### config.mk
export PLATFORM = sky130hd
export DESIGN_NAME = bip2_control
export DESIGN_NICKNAME = d
export VERILOG_FILES = /design/src/rtl/bip2_control.sv
export SDC_FILE = /design/constraint.sdc
export NUM_CORES = 1
export LEC_CHECK = 0
export CORE_ASPECT_RATIO = 0.8
export CORE_UTILIZATION = 51
export CTS_BUF_LIST = sky130_fd_sc_hd__clkbuf_16
export DETAILED_ROUTE_END_ITERATION = 16
export PLACE_DENSITY = 0.94
export SLEW_MARGIN = 30
export SYNTH_ARGS = -nofsm -noshare
export SYNTH_HDL_FRONTEND = slang
export SYNTH_SLANG_ARGS = --single-unit
### constraint.sdc
create_clock -name clock_i -period 3.9 [get_ports clock_i]
set_input_delay 0.78 -clock clock_i [delete_from_list [all_inputs] [get_ports clock_i]]
set_output_delay 0.78 -clock clock_i [all_outputs]
set_load 0.03 [all_outputs]
### src/rtl/bip2_control.sv
// BIP2 processor control unit: fetch/execute FSM, program counter, instruction
// register and Z/N status. Define BIP2_CTRL_INSTR_COUNT_EN to add instr_count_o.
module bip2_control #(
    parameter int MSB_DATA    = 16,
    parameter int MSB_OPERAND = 11,
    parameter int MSB_OPCODE  = 5
) (
    input  logic                   clock_i,
    input  logic                   reset_n_i,
    input  logic                   start_i,
    input  logic [MSB_DATA-1:0]    im_data_i,
    input  logic                   im_valid_i,
    input  logic                   flagZ_i,
    input  logic                   flagN_i,
    output logic [MSB_OPERAND-1:0] im_addr_o,
    output logic                   im_rd_o,
    output logic [1:0]             selA_o,
    output logic                   selB_o,
    output logic                   WRACC_o,
    output logic                   op_o,
    output logic                   WR_RAM_o,
    output logic [MSB_OPERAND-1:0] operand_o,
    output logic                   halt_o
`ifdef BIP2_CTRL_INSTR_COUNT_EN
    ,
    output logic [15:0]            instr_count_o
`endif
);

    typedef enum logic [1:0] {
        IDLE   = 2'd0,
        FETCH  = 2'd1,
        EXEC   = 2'd2,
        HALTED = 2'd3
    } state_t;

    localparam logic [MSB_OPCODE-1:0] OP_HLT  = 'd0;
    localparam logic [MSB_OPCODE-1:0] OP_STO  = 'd1;
    localparam logic [MSB_OPCODE-1:0] OP_LD   = 'd2;
    localparam logic [MSB_OPCODE-1:0] OP_LDI  = 'd3;
    localparam logic [MSB_OPCODE-1:0] OP_ADD  = 'd4;
    localparam logic [MSB_OPCODE-1:0] OP_ADDI = 'd5;
    localparam logic [MSB_OPCODE-1:0] OP_SUB  = 'd6;
    localparam logic [MSB_OPCODE-1:0] OP_SUBI = 'd7;
    localparam logic [MSB_OPCODE-1:0] OP_BEQ  = 'd8;
    localparam logic [MSB_OPCODE-1:0] OP_BNE  = 'd9;
    localparam logic [MSB_OPCODE-1:0] OP_BGT  = 'd10;
    localparam logic [MSB_OPCODE-1:0] OP_BGE  = 'd11;
    localparam logic [MSB_OPCODE-1:0] OP_BLT  = 'd12;
    localparam logic [MSB_OPCODE-1:0] OP_BLE  = 'd13;
    localparam logic [MSB_OPCODE-1:0] OP_JMP  = 'd14;

    state_t                   state_q, state_d;
    logic [MSB_OPERAND-1:0]   pc_q, pc_d;
    logic [MSB_DATA-1:0]      ir_q, ir_d;
    logic                     z_q, z_d;
    logic                     n_q, n_d;
    logic [MSB_OPCODE-1:0]    opcode;
    logic [MSB_OPERAND-1:0]   operand;
    logic                     taken;
    logic                     is_alu;
`ifdef BIP2_CTRL_INSTR_COUNT_EN
    logic [15:0]              cnt_q, cnt_d;
`endif

    assign opcode  = ir_q[MSB_DATA-1 -: MSB_OPCODE];
    assign operand = ir_q[MSB_OPERAND-1:0];
    assign is_alu  = (opcode == OP_ADD) || (opcode == OP_ADDI) ||
                     (opcode == OP_SUB) || (opcode == OP_SUBI);

    always_comb begin
        taken = 1'b0;
        case (opcode)
            OP_BEQ:  taken = z_q;
            OP_BNE:  taken = !z_q;
            OP_BGT:  taken = !z_q && !n_q;
            OP_BGE:  taken = !n_q;
            OP_BLT:  taken = n_q;
            OP_BLE:  taken = n_q || z_q;
            OP_JMP:  taken = 1'b1;
            default: taken = 1'b0;
        endcase
    end

    // State register and architectural registers
    always_ff @(posedge clock_i or negedge reset_n_i) begin
        if (!reset_n_i) begin
            state_q <= IDLE;
            pc_q    <= '0;
            ir_q    <= '0;
            z_q     <= 1'b0;
            n_q     <= 1'b0;
`ifdef BIP2_CTRL_INSTR_COUNT_EN
            cnt_q   <= '0;
`endif
        end else begin
            state_q <= state_d;
            pc_q    <= pc_d;
            ir_q    <= ir_d;
            z_q     <= z_d;
            n_q     <= n_d;
`ifdef BIP2_CTRL_INSTR_COUNT_EN
            cnt_q   <= cnt_d;
`endif
        end
    end

    // Next-state and register update logic
    always_comb begin
        state_d = state_q;
        pc_d    = pc_q;
        ir_d    = ir_q;
        z_d     = z_q;
        n_d     = n_q;
`ifdef BIP2_CTRL_INSTR_COUNT_EN
        cnt_d   = cnt_q;
`endif
        case (state_q)
            IDLE, HALTED: begin
                if (start_i) begin
                    state_d = FETCH;
                    pc_d    = '0;
                    z_d     = 1'b0;
                    n_d     = 1'b0;
`ifdef BIP2_CTRL_INSTR_COUNT_EN
                    cnt_d   = '0;
`endif
                end
            end
            FETCH: begin
                if (im_valid_i) begin
                    ir_d    = im_data_i;
                    state_d = EXEC;
                end
            end
            EXEC: begin
`ifdef BIP2_CTRL_INSTR_COUNT_EN
                cnt_d = cnt_q + 16'd1;
`endif
                if (opcode == OP_HLT) begin
                    state_d = HALTED;
                end else begin
                    state_d = FETCH;
                    pc_d    = taken ? operand : pc_q + 1'b1;
                    if (is_alu) begin
                        z_d = flagZ_i;
                        n_d = flagN_i;
                    end
                end
            end
            default: state_d = IDLE;
        endcase
    end

    // Datapath controls are combinational on state so reset drops them at once
    always_comb begin
        selA_o   = 2'b00;
        selB_o   = 1'b0;
        op_o     = 1'b0;
        WRACC_o  = 1'b0;
        WR_RAM_o = 1'b0;
        if (state_q == EXEC) begin
            case (opcode)
                OP_STO:  WR_RAM_o = 1'b1;
                OP_LD:   WRACC_o  = 1'b1;
                OP_LDI:  begin selA_o = 2'b01; WRACC_o = 1'b1; end
                OP_ADD:  begin selA_o = 2'b10; WRACC_o = 1'b1; end
                OP_ADDI: begin selA_o = 2'b10; selB_o = 1'b1; WRACC_o = 1'b1; end
                OP_SUB:  begin selA_o = 2'b10; op_o = 1'b1; WRACC_o = 1'b1; end
                OP_SUBI: begin selA_o = 2'b10; selB_o = 1'b1; op_o = 1'b1; WRACC_o = 1'b1; end
                default: ;
            endcase
        end
    end

    assign im_addr_o = pc_q;
    assign im_rd_o   = (state_q == FETCH);
    assign operand_o = operand;
    assign halt_o    = (state_q == HALTED);
`ifdef BIP2_CTRL_INSTR_COUNT_EN
    assign instr_count_o = cnt_q;
`endif

endmodule

==> metrics.csv, run 1 <==
metric,value,unit
powerDensity,794,nW/um^2
p_seq_share,32.5,%
cts_hold_buf,0,
h-tree-depth,2,
ant_nets,0,
synth_area_per_cell,10.6,sq um
gp_congestion,0.854,
grt_pass1_vias,1322,
ir_drop,0.466,mV
grt.total_usage,23.5,%
rr_startpoint,state_q[0],
die_w,68.6,um
num_rows,18,
critPathRequiredTime,3.12,ns
drive_above_1_share,13.1,%
p_sw,0.791,mW
whs,0.531,ns
num_vias,1504,
wl_per_cell,15.9,um
synth-edff-count,0,
nets,239,
clock-root-buffer,clkbuf_16,
cts_tree,yes,
insertion_delay,0.28,ns
pwr-share-clk,18.8,%
reg2reg_to,im_addr_o[7],
hold_depth,1,
cts_sinks,31,
rsz0062_at_grt,false,
synth_nets,197,
combPwrFrac,48.7,%
synth-seq-cells,31,
grt_pass1_wl,6360,um
rrSetupSlack,1.37,ns
synthFlopType,dfrtp_1,
swShare,41.7,%
diodes,0,
min_period,3.43,ns
synth_warnings,0,
io_pins,52,
netlist_instances,170,
synth_cell_types,41,
port_buffers,51,
finalSetupViolCount,0,
status,"complete, no violations",
dieArea,3790,sq um
fmax,0.292,GHz
slew_viol_final,0,
grt_antenna_before_repair,0,
firstDrtPassIters,4,
setup_tns,0,ns
path_clk_slew,0.05,ns
reg2regPathDepth,7,
coreArea,3220,sq um
seq_area_frac_synth,42.9,%
area_delta_synth_final,32.0,%
post_cts_buffers,0,
worst_pin_slew,0.957,ns
numCtsBuffers,5,
cap_violations,0,
hold_viol_final,0,
arrival,2.65,ns
hpwlAfterDp,2730,um
dr.first_iter.drc_count,122,
crit_type,reg -> out,
critPathLaunchType,register,
drt-total-wl,4020,um
drcViolationCount,0,
cts_buffer_depth,2,
netlist_area,1810,sq um
cp-end-kind,primary output,
path_max_fanout,7,
grt_overflow_total,0,
hp-start,ir_q[14],
ctsResizeCount,0,
min_to,ir_q[14],
hp-class,reg -> reg,
synth-async-reset-ratio,100,%
vias_per_cell,5.94,
p_int,1.10,mW
maxSlewHeadroom,36.2,%
clock_skew,0.00784,ns
initial_core_util,56.2,%
die_h,55.3,um
grt_max_degree,32,
power_leakage,0.976,nW
min_period_over_period,87.8,%
[layout by cell type, fill, tap and decap left out, drive strengths merged, types with 3 or more instances in the layout]
cell type      instances
and3                   3
mux2i                  7
nor2                   8
o31ai                  4
and2                   4
nor3                   3
nand4b                 4
dfrtp                 31
inv                    6
or4                    5
o21ai                  5
clkbuf                 5
nand3                 10
a32oi                  6
mux2                  17
o2bb2ai                4
clkdlybuf4s50         51
nand2b                 4
ha                     5
nand2                 11
[worst max-delay path by stage]
stage               startpoint      to  slack, ns  depth (start not counted)
floorplan           state_q[0]    op_o       1.07                          5
global placement    state_q[0]  selB_o       0.88                          6
detailed placement  state_q[0]    op_o       0.79                          6
CTS                 state_q[0]    op_o       0.48                          6
global route        state_q[0]    op_o       0.36                          6
finish              state_q[0]    op_o       0.47                          6
[per-layer routing]
layer / vias to the layer above / GRT usage [%] / wire length [um]
met1: 724 / 31.0 / 1850
met2: 62 / 34.9 / 1850
met3: 9 / 9.50 / 264
met4: 0 / 7.44 / 65
li1: 709 / - / -
met5: - / 0 / 0
[layout make-up]
type / instances / area, sq um
timing repair buffer: 52 / 518
fill: 236 / 832
clock inverter: 3 / 12.5
multi-input combinational: 118 / 892
inverter: 4 / 15.0
tap: 40 / 50.0
sequential: 31 / 776
clock buffer: 5 / 125
[per-stage QoR]
stage          instance area, sq um  power, mW  cells  setup slack (ns)  utilization, %
2_1_floorplan                  1810       1.29    170              1.07               -
5_1_grt                        2390       2.01    253             0.359            74.2
4_1_cts                        2390       1.90    253             0.475            74.2
6_report                       2390       1.90    253             0.475            74.2
3_3_place_gp                   2250       1.50    245             0.881            69.9
3_5_place_dp                   2250       1.53    245             0.790            69.9
[power by group through the flow]
stage               sequential, mW  clock [mW]  combinational [mW]
global route                 0.637       0.380               0.992
finish                       0.616       0.356               0.924
CTS                          0.611       0.359               0.928
floorplan                    0.622           0               0.672
global placement             0.608           0               0.894
detailed placement           0.616           0               0.914
[synthesized netlist by cell type, types with 2 or more instances]
library cell  number  area share [%]
buf_6              2             1.2
and3_1             2            0.69
dfrtp_1           31              43
nor2_1             8             1.7
mux2i_1            7             3.9
inv_1              4            0.83
a21o_1             2            0.83
and2_1             2            0.69
nand4_1            2            0.69
nor3_1             3            0.83
ha_1               5             3.5
or4_1              4             1.7
nand2_1           11             2.3
a32oi_1            6             2.9
buf_2              2            0.55
o21ai_0            5             1.4
nand3_1           10             2.8
nor2b_1            2            0.69
mux2_2            17              11
nand2b_1           4             1.4
o2bb2ai_1          4             1.9
nand4b_1           4             1.9
o31ai_1            4             1.7
buf_4             12             5.0
[worst max-delay path, cell delays in order (launching register included)]
cell             delay (ns)
dfrtp_1                0.42
inv_1                  0.08
ha_1                   0.25
or3b_1                 0.43
nor2_1                 0.34
and2_1                 0.18
clkdlybuf4s50_1        0.66
[state kept, by name, indices dropped and copies added, names as in the netlist]
signal / count
n_q: 1
state_q: 2
im_addr_o: 11
ir_q: 16
z_q: 1
[cell families after synthesis]
group,share of synthesized area (%)
DFF,42.9
and+or+nand+nor,19.1
buffers and inverters,7.81
AOI/OAI and AO/OA,11.8
muxes,14.5
xor gates and xnor gates,0.484
adders and majority gates,3.46
Power figures use the tool's default switching activity.
==> inputs of run 2 (changes only) <==
Settings changed: CORE_UTILIZATION 51 to 50, PLACE_DENSITY 0.94 to 0.92.
==> run 2 against run 1 <==
Combinational power shrank 0.5%. Largest cell class unchanged. Non-clock buffer count did not move. First-iteration DRC count fell by 29%. Worst hold slack worse by 0.014 ns. Clock power fell by 1%.
==> metrics.csv, run 2 (synthesized netlist as in run 1, its figures left out) <==
metric,value,unit
status,"complete, no violations",
h-tree-depth,2,
nFillCells,257,
finalSetupViolCount,0,
grt_max_degree,32,
num_vias,1503,
maxSlewHeadroom,40.1,%
powerDensity,793,nW/um^2
swShare,41.7,%
rr_startpoint,state_q[0],
slew_viol_final,0,
drt-total-wl,3990,um
whs,0.517,ns
grt_overflow_total,0,
cts_hold_buf,0,
area_delta_synth_final,32.1,%
hp-class,reg -> reg,
clock-root-buffer,clkbuf_16,
clock_skew,0.00256,ns
cp-end-kind,primary output,
hold_viol_final,0,
crit_slowest_cell,clkdlybuf4s50_1,
insertion_delay,0.27,ns
vias_per_cell,5.89,
cp.depth,6,
path_cells,"inv_1, ha_1, or3b_1, nor2_1, and2_1, clkdlybuf4s50_1",
nets,239,
numCtsBuffers,5,
critPathRequiredTime,3.12,ns
path_clk_slew,0.05,ns
power_leakage,0.970,nW
drcViolationCount,0,
grt_pass1_wl,6730,um
p_int,1.11,mW
combPwrFrac,48.5,%
fin_ws,0.466,ns
cp-startpoint,state_q[0],
worstPathBufferInverterCount,2,
endpoint,op_o,
cts_tree,yes,
worst_pin_slew,0.899,ns
coreArea,3450,sq um
ir_drop,0.570,mV
cts_sinks,31,
grt_antenna_before_repair,0,
crit_type,reg -> out,
grt_pass1_vias,1410,
min_period_over_period,88.0,%
num_rows,19,
cts_buffer_depth,2,
largest_register_ffs,16,
die_w,69.3,um
grt_busiest_layer,met2,
dieArea,3860,sq um
hpwlAfterDp,2710,um
die_h,55.8,um
min_period,3.43,ns
ant_nets,0,
critPathLaunchType,register,
seq_area,776,sq um
grt_use_met3,6.88,%
diodes,0,
fmax,0.291,GHz
p_sw,0.790,mW
rsz0062_at_grt,false,
wl_per_cell,15.6,um
regMostFlops,ir_q,
setup_tns,0,ns
p_seq_share,32.9,%
post_cts_buffers,0,
pwr-share-clk,18.6,%
multiInputGateArea,892,sq um
dp_slack,0.765,ns
drive_above_1_share,12.7,%
grt.total_usage,22.1,%
cap_violations,0,
cp_slowest_stage_delay,0.66,ns
initial_core_util,52.5,%
dpl_cell_area,2250,sq um
io_pins,52,
gp_congestion,0.770,
rrSetupSlack,1.37,ns
arrival,2.65,ns
reg2reg_to,im_addr_o[10],
port_buffers,51,
fin_area,2390,sq um
firstDrtPassIters,4,
reg2regPathDepth,7,
met2_usage,32.3,%
ctsResizeCount,0,
layout_commonest_cell,clkdlybuf4s50_1,
layout_common_cells,"51 x clkdlybuf4s50_1, 31 x dfrtp_1, 17 x mux2_2",
critical-path-top-delay-family,simple AND/OR/NAND/NOR gates,
grt_use_met1,31.5,%
path_max_fanout,7,
dr.first_iter.drc_count,87,
==> run 2: changes by cell type in the layout (fill, tap and decap cells not counted) <==
cell,before,now
clkinv_1,0,2
inv_1,6,5
clkinv_2,1,0
==> run 2: worst min path at each step <==
stage                        startpoint            end  cells past startpoint
after floorplan               reset_n_i   im_addr_o[0]                      0
after global placement    im_addr_o[10]  im_addr_o[10]                      1
after detailed placement  im_addr_o[10]  im_addr_o[10]                      1
after CTS                 im_addr_o[10]  im_addr_o[10]                      1
after global routing      im_addr_o[10]  im_addr_o[10]                      1
final                     im_addr_o[10]  im_addr_o[10]                      1
==> run 2: power by group through the flow <==
stage | Combinational (mW) | Clock [mW] | Sequential [mW]
after floorplan | 0.672 | 0 | 0.622
after global placement | 0.897 | 0 | 0.611
after detailed placement | 0.911 | 0 | 0.620
after CTS | 0.920 | 0.357 | 0.618
after global routing | 0.985 | 0.380 | 0.642
final | 0.919 | 0.352 | 0.623
==> run 2: metal layers <==
metal  routed length (um)  share of wire, %  up-vias
met1                 1850                46      713
li1                     -                 -      714
met4                   50               1.3        0
met5                    0                 0        -
met3                  318               8.0        7
met2                 1770                44       69
==> run 2: metrics by stage <==
| step | power, mW | std cells | utilization (%) |
|---|---|---|---|
| after detailed placement | 1.53 | 247 | 65.4 |
| after CTS | 1.90 | 255 | 69.3 |
| after global routing | 2.01 | 255 | 69.3 |
| final | 1.89 | 255 | 69.3 |
| after floorplan | 1.29 | 170 | - |
| after global placement | 1.51 | 247 | 65.4 |
==> run 2: final cells by class <==
type                       count  share of cell area [%]
timing repair buffer          52                    21.7
clock inverter                 3                   0.471
sequential                    31                    32.5
multi-input combinational    118                    37.3
tap                           42                    2.20
inverter                       4                   0.628
clock buffer                   5                    5.24
